===== src/rtl/cfg_pkg.sv =====
// Shared types and helpers for the configuration-chain loader.
package cfg_pkg;

    localparam int unsigned BYTE_W = 8;

    typedef enum logic [2:0] {
        ST_IDLE   = 3'd0,
        ST_FETCH  = 3'd1,
        ST_SETUP  = 3'd2,
        ST_HIGH   = 3'd3,
        ST_LOW    = 3'd4,
        ST_FINISH = 3'd5
    } cfg_state_e;

    // Number of bitstream bytes needed to cover n chain bits.
    function automatic int unsigned byte_count(input int unsigned n);
        return (n + BYTE_W - 32'd1) / BYTE_W;
    endfunction

endpackage


===== src/rtl/cfg_phase_timer.sv =====
// Phase-length down-counter: reloaded on every phase entry, tc marks the last cycle.
module cfg_phase_timer #(
    parameter int unsigned CLK_DIV = 1
) (
    input  logic clk,
    input  logic rst_n,
    input  logic load,
    output logic tc
);
    localparam int unsigned CW = (CLK_DIV > 32'd1) ? $clog2(CLK_DIV) : 32'd1;
    localparam logic [CW-1:0] RELOAD = CW'(CLK_DIV - 32'd1);

    logic [CW-1:0] cnt_r;

    // Count down to zero and hold there until the next phase reloads it.
    always_ff @(posedge clk or negedge rst_n) begin
        if (!rst_n) begin
            cnt_r <= '0;
        end else if (load) begin
            cnt_r <= RELOAD;
        end else if (cnt_r != '0) begin
            cnt_r <= cnt_r - CW'(1);
        end else begin
            cnt_r <= cnt_r;
        end
    end

    assign tc = (cnt_r == '0);

endmodule


===== src/rtl/cfg_chain_loader.sv =====
// Shifts a byte-stream bitstream into the serial configuration chain and
// returns the displaced old chain contents as a readback byte stream.
module cfg_chain_loader
    import cfg_pkg::*;
#(
    parameter int unsigned CHAIN_LEN = 3,
    parameter int unsigned CLK_DIV   = 1,
    parameter int unsigned CNT_W     = 16
) (
    input  logic              clk,
    input  logic              rst_n,
    input  logic              start,
    input  logic [BYTE_W-1:0] bs_data,
    input  logic              bs_valid,
    output logic              bs_ready,
    output logic              prog_in,
    output logic              prog_clk,
    output logic              prog_en,
    input  logic              prog_out,
    output logic [BYTE_W-1:0] rb_data,
    output logic              rb_valid,
    output logic              busy,
    output logic              done
);
    localparam logic [CNT_W-1:0] LAST_BIT = CNT_W'(CHAIN_LEN - 32'd1);

    cfg_state_e        state_r, state_s;
    logic [BYTE_W-1:0] byte_r, byte_s;
    logic [3:0]        bit_idx_r, bit_idx_s;
    logic [CNT_W-1:0]  total_r, total_s;
    logic [BYTE_W-1:0] rb_sh_r, rb_sh_s, rb_cap_s;
    logic [2:0]        rb_cnt_r, rb_cnt_s;
    logic [BYTE_W-1:0] rb_data_r, rb_data_s;
    logic              rb_valid_r, rb_valid_s;
    logic              prog_in_r, prog_in_s;
    logic              prog_clk_r, prog_clk_s;
    logic              prog_en_r, prog_en_s;
    logic              bs_ready_r, bs_ready_s;
    logic              busy_r, busy_s;
    logic              done_r, done_s;
    logic              phase_tc_s;

    // Every phase begins with a state change, so that is the reload condition.
    cfg_phase_timer #(.CLK_DIV(CLK_DIV)) u_timer (
        .clk   (clk),
        .rst_n (rst_n),
        .load  (state_s != state_r),
        .tc    (phase_tc_s)
    );

    // Next-state, datapath counters and readback packing.
    always_comb begin
        state_s    = state_r;
        byte_s     = byte_r;
        bit_idx_s  = bit_idx_r;
        total_s    = total_r;
        rb_sh_s    = rb_sh_r;
        rb_cnt_s   = rb_cnt_r;
        rb_data_s  = rb_data_r;
        rb_valid_s = 1'b0;
        rb_cap_s   = rb_sh_r;
        rb_cap_s[rb_cnt_r] = prog_out;
        case (state_r)
            ST_IDLE: begin
                if (start) begin
                    state_s   = ST_FETCH;
                    total_s   = '0;
                    bit_idx_s = 4'd0;
                    rb_sh_s   = '0;
                    rb_cnt_s  = 3'd0;
                end else begin
                    state_s = ST_IDLE;
                end
            end
            ST_FETCH: begin
                if (bs_valid && bs_ready_r) begin
                    byte_s    = bs_data;
                    bit_idx_s = 4'd0;
                    state_s   = ST_SETUP;
                end else begin
                    state_s = ST_FETCH;
                end
            end
            ST_SETUP: begin
                if (phase_tc_s) begin
                    state_s = ST_HIGH;
                    // prog_out still shows the old bit: the chain has not yet clocked.
                    if ((rb_cnt_r == 3'd7) || (total_r == LAST_BIT)) begin
                        rb_data_s  = rb_cap_s;
                        rb_valid_s = 1'b1;
                        rb_sh_s    = '0;
                        rb_cnt_s   = 3'd0;
                    end else begin
                        rb_sh_s  = rb_cap_s;
                        rb_cnt_s = rb_cnt_r + 3'd1;
                    end
                end else begin
                    state_s = ST_SETUP;
                end
            end
            ST_HIGH: begin
                if (phase_tc_s) begin
                    state_s = ST_LOW;
                end else begin
                    state_s = ST_HIGH;
                end
            end
            ST_LOW: begin
                if (phase_tc_s) begin
                    total_s   = total_r + CNT_W'(1);
                    bit_idx_s = bit_idx_r + 4'd1;
                    if (total_r == LAST_BIT) begin
                        state_s = ST_FINISH;
                    end else if (bit_idx_r == 4'd7) begin
                        state_s = ST_FETCH;
                    end else begin
                        state_s = ST_SETUP;
                    end
                end else begin
                    state_s = ST_LOW;
                end
            end
            ST_FINISH: state_s = ST_IDLE;
            default:   state_s = ST_IDLE;
        endcase
    end

    // Output values derived from the upcoming state so the registers line up with it.
    always_comb begin
        busy_s     = (state_s != ST_IDLE);
        done_s     = (state_s == ST_FINISH);
        bs_ready_s = (state_s == ST_FETCH);
        prog_clk_s = (state_s == ST_HIGH);
        prog_en_s  = 1'b0;
        prog_in_s  = 1'b0;
        case (state_s)
            ST_SETUP: begin
                prog_en_s = 1'b1;
                prog_in_s = byte_s[bit_idx_s[2:0]];
            end
            ST_HIGH, ST_LOW: begin
                prog_en_s = 1'b1;
                prog_in_s = prog_in_r;
            end
            ST_FETCH: begin
                // A stall between bytes keeps the chain framed.
                prog_en_s = prog_en_r;
                prog_in_s = prog_in_r;
            end
            default: begin
                prog_en_s = 1'b0;
                prog_in_s = 1'b0;
            end
        endcase
    end

    // State, datapath and output registers.
    always_ff @(posedge clk or negedge rst_n) begin
        if (!rst_n) begin
            state_r    <= ST_IDLE;
            byte_r     <= '0;
            bit_idx_r  <= 4'd0;
            total_r    <= '0;
            rb_sh_r    <= '0;
            rb_cnt_r   <= 3'd0;
            rb_data_r  <= '0;
            rb_valid_r <= 1'b0;
            prog_in_r  <= 1'b0;
            prog_clk_r <= 1'b0;
            prog_en_r  <= 1'b0;
            bs_ready_r <= 1'b0;
            busy_r     <= 1'b0;
            done_r     <= 1'b0;
        end else begin
            state_r    <= state_s;
            byte_r     <= byte_s;
            bit_idx_r  <= bit_idx_s;
            total_r    <= total_s;
            rb_sh_r    <= rb_sh_s;
            rb_cnt_r   <= rb_cnt_s;
            rb_data_r  <= rb_data_s;
            rb_valid_r <= rb_valid_s;
            prog_in_r  <= prog_in_s;
            prog_clk_r <= prog_clk_s;
            prog_en_r  <= prog_en_s;
            bs_ready_r <= bs_ready_s;
            busy_r     <= busy_s;
            done_r     <= done_s;
        end
    end

    assign bs_ready = bs_ready_r;
    assign prog_in  = prog_in_r;
    assign prog_clk = prog_clk_r;
    assign prog_en  = prog_en_r;
    assign rb_data  = rb_data_r;
    assign rb_valid = rb_valid_r;
    assign busy     = busy_r;
    assign done     = done_r;

endmodule


===== config.mk =====
export PLATFORM = sky130hd
export DESIGN_NAME = cfg_chain_loader
export DESIGN_NICKNAME = d
export VERILOG_FILES = /design/src/rtl/cfg_pkg.sv /design/src/rtl/cfg_phase_timer.sv /design/src/rtl/cfg_chain_loader.sv
export SDC_FILE = /design/constraint.sdc
export NUM_CORES = 1
export LEC_CHECK = 0
export CAP_MARGIN = 20
export CELL_PAD_IN_SITES_DETAIL_PLACEMENT = 1
export CELL_PAD_IN_SITES_GLOBAL_PLACEMENT = 2
export CORE_MARGIN = 10
export CORE_UTILIZATION = 33
export CTS_CLUSTER_DIAMETER = 50
export CTS_CLUSTER_SIZE = 40
export DETAILED_ROUTE_END_ITERATION = 8
export GPL_ROUTABILITY_DRIVEN = 0
export PLACE_DENSITY = 0.82
export REMOVE_ABC_BUFFERS = 1
export SLEW_MARGIN = 15
export SYNTH_ARGS = -nofsm -noshare
export SYNTH_HDL_FRONTEND = slang
export SYNTH_SLANG_ARGS = --single-unit

===== constraint.sdc =====
create_clock -name clk -period 1.7 [get_ports clk]
set_input_delay 0.51 -clock clk [delete_from_list [all_inputs] [get_ports clk]]
set_output_delay 0.51 -clock clk [all_outputs]
set_load 0.01 [all_outputs]

* Yosys cells after proc, flatten, opt, wreduce, memory -nomap -nowiden
Cells that the tools add are included.
Storage, ports and cells: flip-flop bits (word level) 58, input port bits 13, output and inout bits 15, word-level logic and storage cells 92
Cells by class: mux-type cells 37, $add $sub $neg 4, equal/unequal tests 17, order comparisons 3, reduce and logical (&&, ||, !) cells 14, bitwise gates (word level) 1
Operators with widths (number):
- 2-to-1 mux 8 bit | 5
- 2-to-1 mux 16 bit | 2
- one-hot mux 16 bit (2 select lines) | 1
- 2-to-1 mux 3 bit | 6
- adder 16 x 1 -> 16 bit, second input constant | 1
- == test 16 x 2 -> 1 bit, second input constant | 1
- one-hot mux 8 bit (2 select lines) | 1
- one-hot mux 3 bit (5 select lines) | 1
- == test 3 x 2 -> 1 bit, second input constant | 4
- == test 3 bit, second input constant | 4
- 2-to-1 mux 4 bit | 3
- one-hot mux 4 bit (3 select lines) | 1
- 2-to-1 mux 1 bit | 9
- AND reduction 3 bit | 3
- bitwise mux 8 bit | 1
- < comparator 3 x 4 -> 1 bit, second input constant | 2
- inequality test 2 bit, second input constant | 4
- == test 3 x 1 -> 1 bit, second input constant | 2
- one-hot mux 3 bit (2 select lines) | 1
- nonzero test 3 bit | 2
- OR reduction 3 bit | 2
- adder 4 x 1 -> 4 bit, second input constant | 1
- == test 4 x 3 -> 1 bit, second input constant | 1
- 2-to-1 mux 2 bit | 2
- 13 further kinds | 16

* Logic depth before layout (Yosys ltp)
word-level depth 8, depth in mapped cells 8, gate-level depth less buffers 7

* Modules after synthesis
Synthesis repeated with hierarchy kept, for this count alone.
Second synthesis, totals: cell total of the unflattened synthesis 277, area, all modules 2813.9 um2
Modules (own cells, without submodules):
- cfg_chain_loader | instances 1, sequential area each 1426.4 um2, cells each 275, area each 2802.7 um2
- cfg_phase_timer | instances 1, sequential area each 0.0 um2, cells each 2, area each 11.3 um2

* Worst setup path after synthesis
No wires, ideal clock.
path type register to register, start register state_r[1], end register prog_in_r, in the netlist prog_in, stages on the path, launching flop included 7, period minus slack after synthesis 1762 ps, required time 1563 ps, path buffers 1, path slack -62 ps, arrival 1626 ps, library setup time 137 ps, cells stage by stage dfrtp_1 buf_6 or4b_4 o311ai_0 o211ai_1 a221oi_2 o31ai_2
Between the ends: longest elaborated chain between the ends 5, elaborated cells on any way between the ends 16, those cells by class 8 x eq/ne; 6 x mux; 2 x reduce/logical
RTL lines:
- start: declaration | line cfg_chain_loader.sv:27 | cfg_state_e state_r, state_s;
- start signal: assignment | line cfg_chain_loader.sv:175 | state_r <= state_s;
- == test 3 bit, or another cell as far along | line cfg_chain_loader.sv:63 | case (state_r)
- one-hot mux 4 bit (3 select lines), or another cell as far along | line cfg_chain_loader.sv:63
- binary-select mux 1 bit (select 3 bit), or another cell as far along | line cfg_chain_loader.sv:139 | prog_in_s = byte_s[bit_idx_s[2:0]];
- 2-to-1 mux 1 bit (not written as such) / OR reduction 3 bit (equally long branches)
- one-hot mux 1 bit (2 select lines) | line cfg_chain_loader.sv:136 | case (state_s)
- end signal: assignment | line cfg_chain_loader.sv:183 | prog_in_r <= prog_in_s;
- end: declaration | line cfg_chain_loader.sv:35 | logic prog_in_r, prog_in_s;
Several ways; a longest one is shown, not always the timed one. The select of a mux whose other input is x is not followed. A chain may end at the register's enable or synchronous reset.

* Worst setup path in the final report
start register state_r[0], end register prog_in_r, in the netlist prog_in
The elaborated chain is that of the path after synthesis.

==> out/qor.yml <==
yosys:
  synth_cells: 293
  seq_area_frac_synth_pct: 48.9
  ys.flop_type: "dfrtp_1"
  synth.avg_cell_area_sq_um: 9.96
  yosys_register_bits: 57
  ys_types: 56
  netlist_area_sq_um: 2920
  synth_edf_count: 0
  ys.warnings.count: 0
  synthArstFlopShare_pct: 100
sta:
  hold_violations: 0
  finalCritPeriodShare_pct: 111
  fmax_mhz: 530
  tightest_slew_ns: 0.597
  fin_skew_ns: 0.00802
  post-route-min-period_ns: 1.89
  hold_ws_ns: 0.0736
  fin_ws_ns: -0.186
  fin_setup_tns_ns: -1.14
  slew_viol_final: 0
  finalSetupViolCount: 18
  relSlewSlack_pct: 59.7
  grt_setup_unrepaired: "yes"
worst_hold_path:
  hp-class: "input port to async pin"
die:
  die-area_sq_um: 13000
  die_w_microns: 114
  die_h_microns: 114
  rows: 34
  io_pins: 28
  core_sq_um: 8680
  start_util_pct: 33.6
place:
  place_hpwl_mm: 6.23
  io_buffers: 27
pwr:
  intPower_mw: 3.97
  p_comb_share_pct: 46.4
  p_leak_nw: 2.04
  power_mw: 6.24
  p_clk_share_pct: 22.7
  p_per_area_nw_per_um2: 1380
  p_sw_share_pct: 36.4
  sequentialPowerShare_pct: 30.9
  switchingPower_mw: 2.27
  peakVddDrop_mv: 0.677
setup_path:
  crit_required_ns: 1.95
  worstRegToRegCells: 5
  crit_type: "register to register"
  max_stage_delay_ns: 0.63
  path_cells: "or4b_4 > o31a_4 > o211ai_1 > a221oi_2 > o31ai_2"
  endpoint_kind: "register"
  cp_slowest_cell: "or4b_4"
  cp-start-kind: "register"
  crit_fanout: 5
  critPathArrivalTime_ns: 2.14
layout:
  layout.nets: 421
  areaGrowthSynthToFinish_pct: 54.5
  post_route_cells_drive_above_1_share_pct: 40.0
  diodes: 0
drt:
  vias: 2796
  ant_nets: 0
  wire_per_inst_microns: 19.3
  first_iter_violations: 134
  wl_mm: 9.96
  via_per_inst: 5.43
  drc: 0
  firstDrtPassIters: 4
global_routing:
  grt_usage_pct: 14.3
  grt_start_max_net_pins: 26
  antenna_found_initial: 0
  grt_pass1_vias: 2970
  overflow: 0
  grt_pass1_wl_mm: 15.0
flow_run:
  maxCapViolCount: 0
status:
  violations: "setup timing"
  status: "complete, but fails checks"
clock_tree:
  ctsHoldBuffers: 0
  cts_tree: "built"
  cts_buffers: 9
  htreeDepth: 3
  clockBufferDepth: 2
  cts_num_sinks: 57
  clk_latency_ns: 0.34
  clk_pin_slew_ns: 0.07
  cts-root-buf: "clkbuf_8"
==> power groups by stage <==
stage               Sequential, mW  Clock (mW)  Combinational (mW)
finish                        1.93        1.41                2.90
global route                  1.97        1.51                3.11
CTS                           1.93        1.43                2.62
detailed placement            1.94           0                2.36
global placement              1.91           0                2.27
floorplan                     2.04           0               0.956
==> metrics by stage <==
stage,setup WS (ns),area (sq um),util [%],cells
floorplan,-0.209,2840,-,279
global placement,-0.519,3840,44.2,483
detailed placement,-0.636,3840,44.2,483
CTS,-0.160,4320,49.8,508
global route,-0.249,4510,52.0,515
finish,-0.186,4510,52.0,515
==> synthesized netlist by cell type, types with 2 or more instances <==
cell type | count | area [sq um]
o22ai_1 | 2 | 12.5
and3_1 | 3 | 18.8
buf_6 | 2 | 22.5
nor4_1 | 2 | 12.5
nor3_1 | 7 | 35.0
mux2_2 | 4 | 45.0
a221oi_2 | 2 | 30.0
o311ai_0 | 5 | 43.8
nand3_1 | 8 | 40.0
o21ai_0 | 29 | 145
buf_2 | 4 | 20.0
clkbuf_1 | 6 | 22.5
nand2b_1 | 3 | 18.8
o21a_1 | 2 | 15.0
a22o_1 | 3 | 26.3
nand4_1 | 5 | 31.3
nor4b_2 | 2 | 30.0
nor2_1 | 24 | 90.1
dfrtp_1 | 57 | 1430
nor2b_1 | 3 | 18.8
a21oi_1 | 14 | 70.1
ha_1 | 5 | 62.6
inv_1 | 13 | 48.8
mux2i_1 | 16 | 160
o211ai_1 | 5 | 37.5
nand2_1 | 33 | 124
nand3b_1 | 4 | 30.0
a31oi_1 | 2 | 12.5
==> critical path: cells and delay by family, from the launching register on <==
family	cells	cell delay (ns)
AO/OA/AOI/OAI	4	0.73
AND/OR/NAND/NOR	1	0.63
flip-flops	1	0.45
==> layer usage <==
| metal | wire length, microns | global-route usage, % | share of wire, % | up-vias |
|---|---|---|---|---|
| met5 | 0 | 0 | 0 | - |
| met4 | 161 | 5.10 | 1.6 | 0 |
| met3 | 457 | 4.19 | 4.6 | 15 |
| met2 | 5230 | 24.3 | 53 | 59 |
| met1 | 4100 | 16.7 | 41 | 1432 |
| li1 | - | - | - | 1290 |
==> registers in the layout (all words and copies together), names as in the netlist <==
register   count
prog_clk       1
rb_cnt_r       3
bit_idx_r      4
prog_in        1
total_r       16
state_r        3
done           1
bs_ready       1
rb_sh_r        8
prog_en        1
byte_r         8
rb_data        8
busy           1
rb_valid       1
==> path summary, 6_finish.rpt <==
path                                     to  startpoint  slack (ns)
worst max-delay path                prog_in  state_r[0]       -0.19
worst min-delay path              byte_r[0]       rst_n        0.07
worst max register to register      prog_in  state_r[0]       -0.19
worst min register to register   rb_sh_r[4]  rb_sh_r[4]        0.48
max in group asynchronous       total_r[12]       rst_n        1.16
min in group clk                 rb_sh_r[4]  rb_sh_r[4]        0.48
==> cells by family after synthesis <==
family,Yosys count,synth area share (%)
AOI/OAI and AO/OA,78,18.3
muxes,20,7.03
xor gates and xnor gates,1,0.300
adders and majority gates,5,2.14
and+or+nand+nor,105,19.1
DFF,57,48.9
buffers and inverters,27,4.29
==> final cells by class <==
| class | count | area, sq um |
|---|---|---|
| tap | 108 | 135 |
| multi-input combinational | 209 | 1660 |
| clock buffer | 12 | 145 |
| fill | 964 | 4170 |
| sequential | 57 | 1430 |
| clock inverter | 3 | 65.1 |
| inverter | 13 | 51.3 |
| timing repair buffer | 113 | 1030 |
==> repair_timing <==
item	CTS	global route
hold endpoints to repair	0	0
gates cloned	1	1
gates resized for setup	65	49
endpoints found under the setup margin	50	43
buffers inserted	9	9
pin swaps	15	24
==> layout by cell type, fill, tap and decap left out, types with 3 or more instances in the layout <==
| cell type | netlist | final |
|---|---|---|
| dlygate4sd2_1 | 0 | 17 |
| o21ai_0 | 29 | 11 |
| nand4_1 | 5 | 5 |
| nor2_1 | 24 | 19 |
| a22o_1 | 3 | 3 |
| nor3_2 | 1 | 3 |
| nand3_1 | 8 | 5 |
| clkbuf_8 | 0 | 10 |
| buf_12 | 0 | 8 |
| o21ai_2 | 0 | 9 |
| inv_1 | 13 | 11 |
| buf_4 | 1 | 66 |
| clkdlybuf4s50_1 | 0 | 9 |
| a21oi_2 | 0 | 9 |
| nor3_1 | 7 | 4 |
| nor2_4 | 0 | 4 |
| dfrtp_1 | 57 | 54 |
| nand2_1 | 33 | 33 |
| o311ai_2 | 0 | 3 |
| nand3b_1 | 4 | 4 |
| a21oi_1 | 14 | 5 |
| mux2_2 | 4 | 4 |
| mux2i_1 | 16 | 16 |
| o21ai_1 | 1 | 10 |
| o211ai_1 | 5 | 5 |
| dfrtp_2 | 0 | 3 |
| buf_6 | 2 | 11 |
Note: power is estimated with default switching activity, not from simulation.
